[src/rtl/sram_arb_pkg.sv]
// Shared types, host index constants and the round-robin selection helper for the
// SRAM bus arbiter.
package sram_arb_pkg;

  // Upper bound on the number of hosts; host_id_t is sized for it.
  localparam int unsigned MaxHosts = 8;

  typedef logic [2:0] host_id_t;

  localparam host_id_t HostIdxInstr = 3'd0;
  localparam host_id_t HostIdxData  = 3'd1;
  localparam host_id_t HostIdxDbg   = 3'd2;

  // First requesting host at or after ptr, searching upward and wrapping after last.
  // Unused upper request bits must be zero. Returns 0 when nobody requests.
  function automatic host_id_t rr_pick(input logic [MaxHosts-1:0] req, input host_id_t ptr,
                                       input host_id_t last);
    host_id_t idx;
    host_id_t pick;
    logic     found;
    idx   = ptr;
    pick  = '0;
    found = 1'b0;
    for (int i = 0; i < MaxHosts; i++) begin
      if (!found && req[idx]) begin
        pick  = idx;
        found = 1'b1;
      end
      idx = (idx == last) ? '0 : idx + host_id_t'(1);
    end
    return pick;
  endfunction

endpackage

[src/rtl/sram_arb_id_fifo.sv]
// In-order FIFO of host IDs for granted-but-unresponded SRAM transactions.
// Ports:
//   clk, rst_n        clock, asynchronous active-low reset
//   push, push_id     enqueue the ID of a newly granted host
//   pop               dequeue the head (ignored when empty)
//   head              ID of the oldest outstanding transaction
//   empty, full       occupancy flags
// Push and pop may coincide, including when full (the pop frees the slot).
module sram_arb_id_fifo
  import sram_arb_pkg::*;
#(
  parameter int unsigned Depth = 2
) (
  input  logic     clk,
  input  logic     rst_n,
  input  logic     push,
  input  host_id_t push_id,
  input  logic     pop,
  output host_id_t head,
  output logic     empty,
  output logic     full
);

  localparam int unsigned PtrW = (Depth > 1) ? $clog2(Depth) : 1;
  localparam int unsigned CntW = $clog2(Depth + 1);

  host_id_t        mem_q [Depth];
  logic [PtrW-1:0] rd_q, rd_d, wr_q, wr_d;
  logic [CntW-1:0] cnt_q, cnt_d;
  logic            push_en, pop_en;

  function automatic logic [PtrW-1:0] ptr_inc(input logic [PtrW-1:0] p);
    return (p == PtrW'(Depth - 1)) ? '0 : p + PtrW'(1);
  endfunction

  assign empty   = (cnt_q == '0);
  assign full    = (cnt_q == CntW'(Depth));
  assign head    = mem_q[rd_q];
  assign pop_en  = pop & ~empty;
  assign push_en = push & (~full | pop_en);

  always_comb begin
    rd_d  = pop_en  ? ptr_inc(rd_q) : rd_q;
    wr_d  = push_en ? ptr_inc(wr_q) : wr_q;
    cnt_d = cnt_q;
    unique case ({push_en, pop_en})
      2'b10:   cnt_d = cnt_q + CntW'(1);
      2'b01:   cnt_d = cnt_q - CntW'(1);
      default: cnt_d = cnt_q;
    endcase
  end

  always_ff @(posedge clk or negedge rst_n) begin
    if (!rst_n) begin
      rd_q  <= '0;
      wr_q  <= '0;
      cnt_q <= '0;
    end else begin
      rd_q  <= rd_d;
      wr_q  <= wr_d;
      cnt_q <= cnt_d;
    end
  end

  // Storage needs no reset: entries are only read while counted valid.
  always_ff @(posedge clk) begin
    if (push_en) begin
      mem_q[wr_q] <= push_id;
    end
  end

endmodule

[src/rtl/sram_bus_arbiter.sv]
// Shares one single-port SRAM between NumHosts req/gnt/rvalid bus hosts.
// Round-robin selection, zero-latency grant pass-through, up to MaxOutstanding
// transactions in flight, responses routed back to the issuing host in order.
// Optional build macro: SRAM_ARB_DATA_PRIO_EN -- host 1 (core data) wins whenever it
// requests; the remaining hosts stay round-robin.
// Ports:
//   clk_sys_i, rst_sys_ni                   clock, asynchronous active-low reset
//   host_req_i/we_i/be_i/addr_i/wdata_i     packed per-host request channel
//   host_gnt_o, host_rvalid_o               per-host grant / response valid
//   host_rdata_o, host_err_o                shared response data, qualified by rvalid
//   dev_req_o/we_o/be_o/addr_o/wdata_o      SRAM request channel
//   dev_gnt_i, dev_rvalid_i, dev_rdata_i, dev_err_i   SRAM handshake and response
module sram_bus_arbiter
  import sram_arb_pkg::*;
#(
  parameter int unsigned NumHosts       = 3,
  parameter int unsigned AddrWidth      = 32,
  parameter int unsigned MaxOutstanding = 2
) (
  input  logic                          clk_sys_i,
  input  logic                          rst_sys_ni,
  input  logic [NumHosts-1:0]           host_req_i,
  input  logic [NumHosts-1:0]           host_we_i,
  input  logic [NumHosts*4-1:0]         host_be_i,
  input  logic [NumHosts*AddrWidth-1:0] host_addr_i,
  input  logic [NumHosts*32-1:0]        host_wdata_i,
  output logic [NumHosts-1:0]           host_gnt_o,
  output logic [NumHosts-1:0]           host_rvalid_o,
  output logic [31:0]                   host_rdata_o,
  output logic                          host_err_o,
  output logic                          dev_req_o,
  output logic                          dev_we_o,
  output logic [3:0]                    dev_be_o,
  output logic [AddrWidth-1:0]          dev_addr_o,
  output logic [31:0]                   dev_wdata_o,
  input  logic                          dev_gnt_i,
  input  logic                          dev_rvalid_i,
  input  logic [31:0]                   dev_rdata_i,
  input  logic                          dev_err_i
);

  localparam int unsigned CntW     = $clog2(MaxOutstanding + 1);
  localparam host_id_t    LastHost = host_id_t'(NumHosts - 1);

  logic [MaxHosts-1:0] req_pad;
  host_id_t            winner, ptr_q, ptr_d, fifo_head;
  logic [CntW-1:0]     outstanding_q, outstanding_d;
  logic                can_issue, grant, pop, fifo_empty, fifo_full;

  always_comb begin
    req_pad                 = '0;
    req_pad[NumHosts-1:0]   = host_req_i;
  end

  always_comb begin
`ifdef SRAM_ARB_DATA_PRIO_EN
    if (req_pad[HostIdxData]) begin
      winner = HostIdxData;
    end else begin
      winner = rr_pick(req_pad, ptr_q, LastHost);
    end
`else
    winner = rr_pick(req_pad, ptr_q, LastHost);
`endif
  end

  // A response retiring this cycle frees its slot for a same-cycle issue.
  assign can_issue = (outstanding_q < CntW'(MaxOutstanding)) | dev_rvalid_i;
  assign dev_req_o = (|host_req_i) & can_issue;
  assign grant     = dev_req_o & dev_gnt_i;
  // Responses with nothing outstanding (e.g. after reset) are dropped.
  assign pop       = dev_rvalid_i & ~fifo_empty;

  assign host_rdata_o = dev_rdata_i;
  assign host_err_o   = dev_err_i;

  always_comb begin
    dev_we_o      = 1'b0;
    dev_be_o      = '0;
    dev_addr_o    = '0;
    dev_wdata_o   = '0;
    host_gnt_o    = '0;
    host_rvalid_o = '0;
    for (int unsigned h = 0; h < NumHosts; h++) begin
      if (dev_req_o && (winner == host_id_t'(h))) begin
        dev_we_o      = host_we_i[h];
        dev_be_o      = host_be_i[h*4 +: 4];
        dev_addr_o    = host_addr_i[h*AddrWidth +: AddrWidth];
        dev_wdata_o   = host_wdata_i[h*32 +: 32];
        host_gnt_o[h] = dev_gnt_i;
      end
      if (pop && (fifo_head == host_id_t'(h))) begin
        host_rvalid_o[h] = 1'b1;
      end
    end
  end

  always_comb begin
    ptr_d = ptr_q;
    if (grant) begin
      ptr_d = (winner == LastHost) ? '0 : winner + host_id_t'(1);
    end
    outstanding_d = outstanding_q;
    unique case ({grant, pop})
      2'b10:   outstanding_d = outstanding_q + CntW'(1);
      2'b01:   outstanding_d = outstanding_q - CntW'(1);
      default: outstanding_d = outstanding_q;
    endcase
  end

  always_ff @(posedge clk_sys_i or negedge rst_sys_ni) begin
    if (!rst_sys_ni) begin
      ptr_q         <= '0;
      outstanding_q <= '0;
    end else begin
      ptr_q         <= ptr_d;
      outstanding_q <= outstanding_d;
    end
  end

  sram_arb_id_fifo #(
    .Depth (MaxOutstanding)
  ) u_id_fifo (
    .clk     (clk_sys_i),
    .rst_n   (rst_sys_ni),
    .push    (grant),
    .push_id (winner),
    .pop     (pop),
    .head    (fifo_head),
    .empty   (fifo_empty),
    .full    (fifo_full)
  );

`ifndef SYNTHESIS
  stray_rvalid_a : assert property (@(posedge clk_sys_i) disable iff (!rst_sys_ni)
      dev_rvalid_i |-> !fifo_empty)
    else $warning("sram_bus_arbiter: dropped SRAM response with nothing outstanding");

  count_sync_a : assert property (@(posedge clk_sys_i) disable iff (!rst_sys_ni)
      (outstanding_q == CntW'(MaxOutstanding)) == fifo_full);
`endif

endmodule

[config.mk]
export PLATFORM = sky130hd
export DESIGN_NAME = sram_bus_arbiter
export DESIGN_NICKNAME = d
export VERILOG_FILES = /design/src/rtl/sram_arb_pkg.sv /design/src/rtl/sram_arb_id_fifo.sv /design/src/rtl/sram_bus_arbiter.sv
export SDC_FILE = /design/constraint.sdc
export NUM_CORES = 1
export LEC_CHECK = 0
export BUFFER_PORTS_ARGS = -buffer_cell sky130_fd_sc_hd__buf_2
export CAP_MARGIN = 0
export CORE_AREA = 2 2 138 140
export CTS_BUF_LIST = sky130_fd_sc_hd__clkbuf_2
export DETAILED_ROUTE_END_ITERATION = 8
export DIE_AREA = 0 0 140 142
export PLACE_DENSITY = 0.51
export REMOVE_ABC_BUFFERS = 1
export SYNTH_ARGS = -nofsm -noshare
export SYNTH_HDL_FRONTEND = slang
export SYNTH_HIERARCHICAL = 1
export SYNTH_SLANG_ARGS = --single-unit
[constraint.sdc]
create_clock -name clk_sys_i -period 2.2 [get_ports clk_sys_i]
set_clock_uncertainty 0.2 [all_clocks]
set_input_delay 0.22 -clock clk_sys_i [delete_from_list [all_inputs] [get_ports clk_sys_i]]
set_output_delay 0.22 -clock clk_sys_i [all_outputs]
set_load 0.1 [all_outputs]
==> summary.md, run 1 <==
| Metric | Value |
|---|---|
| Initial Util | 0.1722 |
| Final instance area | 6524 sq um |
| Clk pwr share | 0.015 |
| Final HPWL DP | 12.75 mm |
| Max Transition Viols Final | 0 |
| Final worst-path cycle share | 1.303 |
| Initial antenna violation count | 0 |
| Drt total wl | 16.82 mm |
| Gr usage total | 0.1556 |
| Pwr Density | 1380 nW/um^2 |
| Slack of the worst reg-to-reg path | 100 ps |
| Int Pwr | 3.622 mW |
| Reg2reg start | ptr_q[2] |
| Placed Area | 6011 sq um |
| Gr busiest metal | met2 |
| Initial DRC count | 188 |
| ANT nets after route | 0 |
| Lkg Pwr | 2.789 nW |
| Failing checks | DRC, setup timing |
| Netlist area before placement | 3178 sq um |
| Vias in the first global route | 4050 |
| Min-delay worst type | in -> async |
| Met1 GRT Util | 0.2075 |
| CTS tree | done |
| CP arrival | 2450 ps |
| Filler cell count | 1863 |
| Syn. warnings | 6 |
| Syn avg cell area | 9.106 sq um |
| Clk pin slew, worst setup/hold paths | 160 ps |
| Pre-CTS setup slack | -470.7 ps |
| Commonest non-fill, non-tap cells in the layout | buf_2 (213), buf_12 (88), nor3_1 (69), a211oi_2 (66), mux2i_1 (40) |
| Cells after synthesis | 349 |
| Switching share of power | 0.5976 |
| Final Wtd Congestion | 0.7665 |
| Num ports | 356 |
| Pin count of the biggest net entering global routing | 38 |
| Final hold vios | 0 |
| P&R area growth vs syn | 105.3% |
| Final setup violation count | 72 |
| Gr ovfl total | 0 |
| Fin Setup TNS | -44190 ps |
| Gate power share | 0.932 |
| Met2 Usage GRT | 0.2450 |
| RSZ-0062 raised after global routing | true |
| Max-capacitance violation count | 0 |
| CORE AREA | 18460 sq um |
| Die Y | 142 um |
| Via count | 3907 |
| Status | finished with violations |
| Antenna diode count | 0 |
| CTS HTree Levels | 1 |
| Commonest non-fill, non-tap cell in the layout | buf_2 |
| WL per Instance | 19.51 um |
| DRC violations left | 7 |
| Crit Path Max Fanout | 17 |
| FMAX | 348.9 MHz |
| R2r endpoint | ptr_q[0] |
| Met3 usage | 0.06191 |
| Final min period | 2866 ps |
| Hold slack | 98.70 ps |
| FP Rows | 50 |
| Pre-antenna DRT Iters | 7 |
| Port Buffers | 289 |
| Net Switching | 5.378 mW |
| Worst IR Drop VDD | 0.7392 mV |
| Fraction of layout cells with a size suffix above 1 | 0.7468 |
| Clock root buffer master | clkbuf_2 |
| Seq pwr share | 0.052 |
| Via density | 4.532 |
| Setup CP Type | reg -> out |
| Nets@finish | 877 |
| Endpoint class of the critical path | output port |
| Chip Width | 140 um |
| Worst skew pair latency | 290 ps |
| Final WS setup | -665.8 ps |
| R2r worst-path depth | 6 |
| Clk buf depth | 2 |
| Die ar. | 19880 sq um |
| CTS sink count | 15 |
| Critical Path Source Type | flip-flop |
| First-pass GRT wire length | 23.81 mm |
| WP data required | 1780 ps |
| TritonCTS buffer count | 3 |
## worst max-delay path, cell delays in order (launching register included)
cell and delay [ps]:
dfrtp_1 420, or4b_4 550, a31oi_4 170, buf_12 170, buf_16 190, mux2i_1 100, a211oi_1 240, buf_4 160
buf_12 160
## worst max path at each step
stage               startpoint              end  cells after the start
floorplan             ptr_q[2]    host_gnt_o[0]                      3
global placement      ptr_q[2]    dev_addr_o[1]                      6
detailed placement    ptr_q[2]    dev_addr_o[1]                      6
CTS                   ptr_q[2]  dev_wdata_o[21]                      7
global route          ptr_q[2]         dev_we_o                      8
finish                ptr_q[2]         dev_we_o                      8
## area by class of cell
| type | count | area (sq um) | area share |
|---|---|---|---|
| repair buffers | 345 | 3334 | 0.5111 |
| flip-flops and latches | 15 | 409.1 | 0.06272 |
| inverters | 7 | 26.28 | 0.004028 |
| well taps | 234 | 292.8 | 0.04488 |
| multi-input cells | 257 | 2441 | 0.3742 |
| clock buffers | 4 | 20.02 | 0.003069 |
## flip-flops by register name, summed over array words and instances, names as in the netlist
name             flops
ptr_q                3
u_id_fifo/mem_q      6
u_id_fifo/rd_q       1
u_id_fifo/cnt_q      2
u_id_fifo/wr_q       1
outstanding_q        2
## per-stage QoR
step | instances | utilization | power [mW]
2_1_floorplan | 279 | - | 5.546
3_3_place_gp | 841 | 0.3257 | 8.377
3_5_place_dp | 841 | 0.3257 | 8.407
4_1_cts | 858 | 0.3457 | 8.926
5_1_grt | 862 | 0.3535 | 9.316
6_report | 862 | 0.3535 | 9.001
## metal layers
metal	vias to the layer above	routed length (um)
met5	-	92
met1	1835	7199
li1	1857	-
met4	2	37
met2	207	7791
met3	6	1695
## timing repair
action,4_1_cts,5_1_grt
hold buffers,1,0
endpoints found under the hold margin,9,0
resized for setup,25,32
cloned,6,1
pin swaps,60,12
setup buffers,6,5
endpoints found under the setup margin,75,76
## power groups by stage
stage / Clock (mW) / Sequential, mW / Combinational, mW
floorplan: 0 / 0.459 / 5.09
detailed placement: 0 / 0.475 / 7.93
CTS: 0.145 / 0.471 / 8.31
global route: 0.158 / 0.482 / 8.68
global placement: 0 / 0.473 / 7.90
finish: 0.139 / 0.471 / 8.39
(Power assumes the default switching activity.)
==> run 2: changes to the inputs <==
--- a/config.mk
+++ b/config.mk
@@ -5,7 +5,7 @@
 export SDC_FILE = /design/constraint.sdc
 export NUM_CORES = 1
 export LEC_CHECK = 0
-export BUFFER_PORTS_ARGS = -buffer_cell sky130_fd_sc_hd__buf_2
+export BUFFER_PORTS_ARGS = -buffer_cell sky130_fd_sc_hd__buf_4
 export CAP_MARGIN = 0
 export CORE_AREA = 2 2 138 140
 export CTS_BUF_LIST = sky130_fd_sc_hd__clkbuf_2
==> run 2 against run 1 <==
Against the previous run: die area unchanged; clock-buffer cell count fell by 1; largest power group unchanged; first-iteration DRC count is 29% lower; hold slack lost 56 ps; flip-flop and latch count is the same; critical path type unchanged; global-route usage fell by 0.37 points; design area fell by 2.3%; via count is 1.3% lower; register-to-register slack lost 40 ps; the run still ends with DRC, setup timing left; critical path depth decreased by 1; clock power is essentially flat.
==> summary.md, run 2 (synthesis results as in run 1) <==
| Metric | Value |
|---|---|
| Status | finished with violations |
| Failing checks | DRC, setup timing |
| Via count | 3855 (-1.3%) |
| Gr ovfl total | 0 (unchanged) |
| Final setup violation count | 72 (unchanged) |
| Worst path slowest cell | or4b_4 |
| WP data required | 1780 ps (about the same) |
| ANT nets after route | 0 (unchanged) |
| Pin count of the biggest net entering global routing | 38 (unchanged) |
| Final Wtd Congestion | 0.7294 (-4.8%) |
| Die Y | 142 um (unchanged) |
| Met2 wire length | 7.783 mm (-0.10%) |
| Pre-antenna DRT Iters | 6 (-1) |
| Worst path cell trace | or4b_4, a31oi_4, buf_8, buf_12, mux2i_1, a211oi_2, buf_6 |
| Final hold vios | 0 (unchanged) |
| P&R area growth vs syn | 100.5% |
| CORE AREA | 18460 sq um (unchanged) |
| Placed Instances | 839 (-0.24%) |
| Min-delay worst type | in -> async |
| DRC violations left | 8 (+1) |
| Chip Width | 140 um (unchanged) |
| Filler cell count | 1920 (+3.1%) |
| Die ar. | 19880 sq um (unchanged) |
| RSZ-0062 raised after global routing | true |
| Slack of the worst reg-to-reg path | 60 ps (-40 ps) |
| Final HPWL DP | 12.63 mm (-0.93%) |
| Clock root buffer master | clkbuf_2 |
| WL per Instance | 19.27 um (-1.2%) |
| CTS HTree Levels | 1 (unchanged) |
| First-pass GRT wire length | 23.40 mm (-1.7%) |
| Final worst-path cycle share | 1.309 (+0.006470) |
| Setup CP Type | reg -> out |
| Max reg flops | 6 (unchanged) |
| Initial Util | 0.1722 (unchanged) |
| Total length of routed met3 wires | 1.882 mm (+11%) |
| Lkg Pwr | 2.751 nW (-1.3%) |
| Final min period | 2880 ps (+14.24 ps) |
| CP arrival | 2460 ps (about the same) |
| Pwr Density | 1267 nW/um^2 (-8.2%) |
| Num ports | 356 (unchanged) |
| Drt total wl | 16.65 mm (-0.99%) |
| Worst IR Drop VDD | 0.6466 mV (-13%) |
| Top layer in use | met5 |
| Fraction of layout cells with a size suffix above 1 | 0.7127 (-0.03412) |
| Commonest non-fill, non-tap cell in the layout | buf_4 |
| TritonCTS buffer count | 3 (unchanged) |
| Layout Cells excl Fill | 864 (+0.23%) |
| Pwr Total | 8.073 mW (-10%) |
| R2r worst-path depth | 10 (+4) |
| Placed Area | 5593 sq um (-7.0%) |
| Max Transition Viols Final | 0 (unchanged) |
| Gr usage total | 0.1519 (-0.003706) |
| Vias in the first global route | 3975 (-1.9%) |
| Via density | 4.462 (-1.6%) |
| R2r endpoint | ptr_q[0] |
| Antenna diode count | 0 (unchanged) |
| Crit-path max cell delay | 530 ps (-20 ps) |
| Largest registers | u_id_fifo/mem_q x6, ptr_q x3 |
| CTS sink count | 15 (unchanged) |
| Endpoint class of the critical path | output port |
| Most flop-heavy register | u_id_fifo/mem_q |
| Initial DRC count | 133 (-29%) |
| Final WS setup | -680.1 ps (-14.23 ps) |
| Port Buffers | 289 (unchanged) |
| Worst skew pair latency | 310 ps (+20 ps) |
| Final instance area | 6372 sq um (-2.3%) |
| Multi-input logic area | 2380 sq um (-2.5%) |
| Hold slack | 43.12 ps (-55.59 ps) |
| Reg2reg start | ptr_q[0] |
| Nets@finish | 879 (+0.23%) |
| FMAX | 347.2 MHz (-0.49%) |
| Clk pin slew, worst setup/hold paths | 170 ps (about the same) |
| CTS tree | done |
| FP Rows | 50 (unchanged) |
| Area occupied by registers | 405.4 sq um (-0.92%) |
| Commonest non-fill, non-tap cells in the layout | buf_4 (240), buf_6 (79), nor3_1 (69), a211oi_2 (67), mux2i_1 (62) |
| Clk buf depth | 2 (unchanged) |
| Crit Path Max Fanout | 6 (-11) |
| Critical Path Source Type | flip-flop |
| Max-capacitance violation count | 0 (unchanged) |
| Initial antenna violation count | 0 (unchanged) |
| WL met1 | 6.839 mm (-5.0%) |
==> run 2: cell count changes in the layout (fill, tap and decap cells not counted), sizes merged <==
cell / delta
bufbuf: -1
clkinvlp: +1
clkbuf: +3
buf: -1
==> run 2: repair_timing <==
| action | CTS | global route |
|---|---|---|
| hold endpoints to repair | 9 | 0 |
| hold buffers | 1 | 0 |
| gates cloned | 2 | 3 |
| resized for setup | 113 | 13 |
| pin swaps | 41 | 3 |
| endpoints found under the setup margin | 74 | 76 |
| setup buffers | 12 | 4 |
==> run 2: worst max path at each step <==
stage | startpoint | to | slack (ps) | depth (start not counted)
floorplan | ptr_q[2] | host_gnt_o[0] | -7690 | 3
global placement | ptr_q[2] | dev_addr_o[2] | -450 | 7
detailed placement | ptr_q[2] | dev_addr_o[2] | -480 | 7
CTS | ptr_q[2] | dev_addr_o[17] | -720 | 8
global route | ptr_q[2] | dev_addr_o[30] | -810 | 7
finish | ptr_q[2] | dev_addr_o[1] | -680 | 7
==> run 2: metrics by stage <==
step	util	setup WS, ps	TNS (ps)
6_report	0.3453	-680.1	-44320
3_5_place_dp	0.3031	-479.1	-26040
5_1_grt	0.3453	-811.9	-54050
3_3_place_gp	0.3031	-448.0	-25110
4_1_cts	0.3368	-715.7	-46260
2_1_floorplan	-	-7692	-511730
==> run 2: critical path, delay by kind of cell (launching register included) <==
kind                   cells  cell delay, ps
flip-flops                 1             430
multiplexers               1              80
AND/OR/NAND/NOR            1             530
buffers and inverters      3             610
AO/OA/AOI/OAI              2             500
==> run 2: final cells by class <==
cell class	instances	area share
Clock buffer	3	0.002356
Clock inverter	1	0.001178
Inverter	7	0.004516
Multi-Input combinational cell	257	0.3735
Sequential cell	15	0.06362
Tap cell	234	0.04595
Timing Repair Buffer	347	0.5089
==> run 2: routing by layer <==
metal,vias to the layer above,global-route usage
met5,-,0.04511
met3,8,0.06999
met4,2,0.006911
met2,189,0.2442
li1,1862,-
met1,1794,0.1934
==> run 2: power by group <==
part / switching (mW) / leakage [nW] / internal, mW
registers: 0.0724 / 0.167 / 0.393
logic: 5.04 / 2.57 / 2.43
clock network: 0.0992 / 0.0126 / 0.0424
total: 5.21 / 2.75 / 2.87
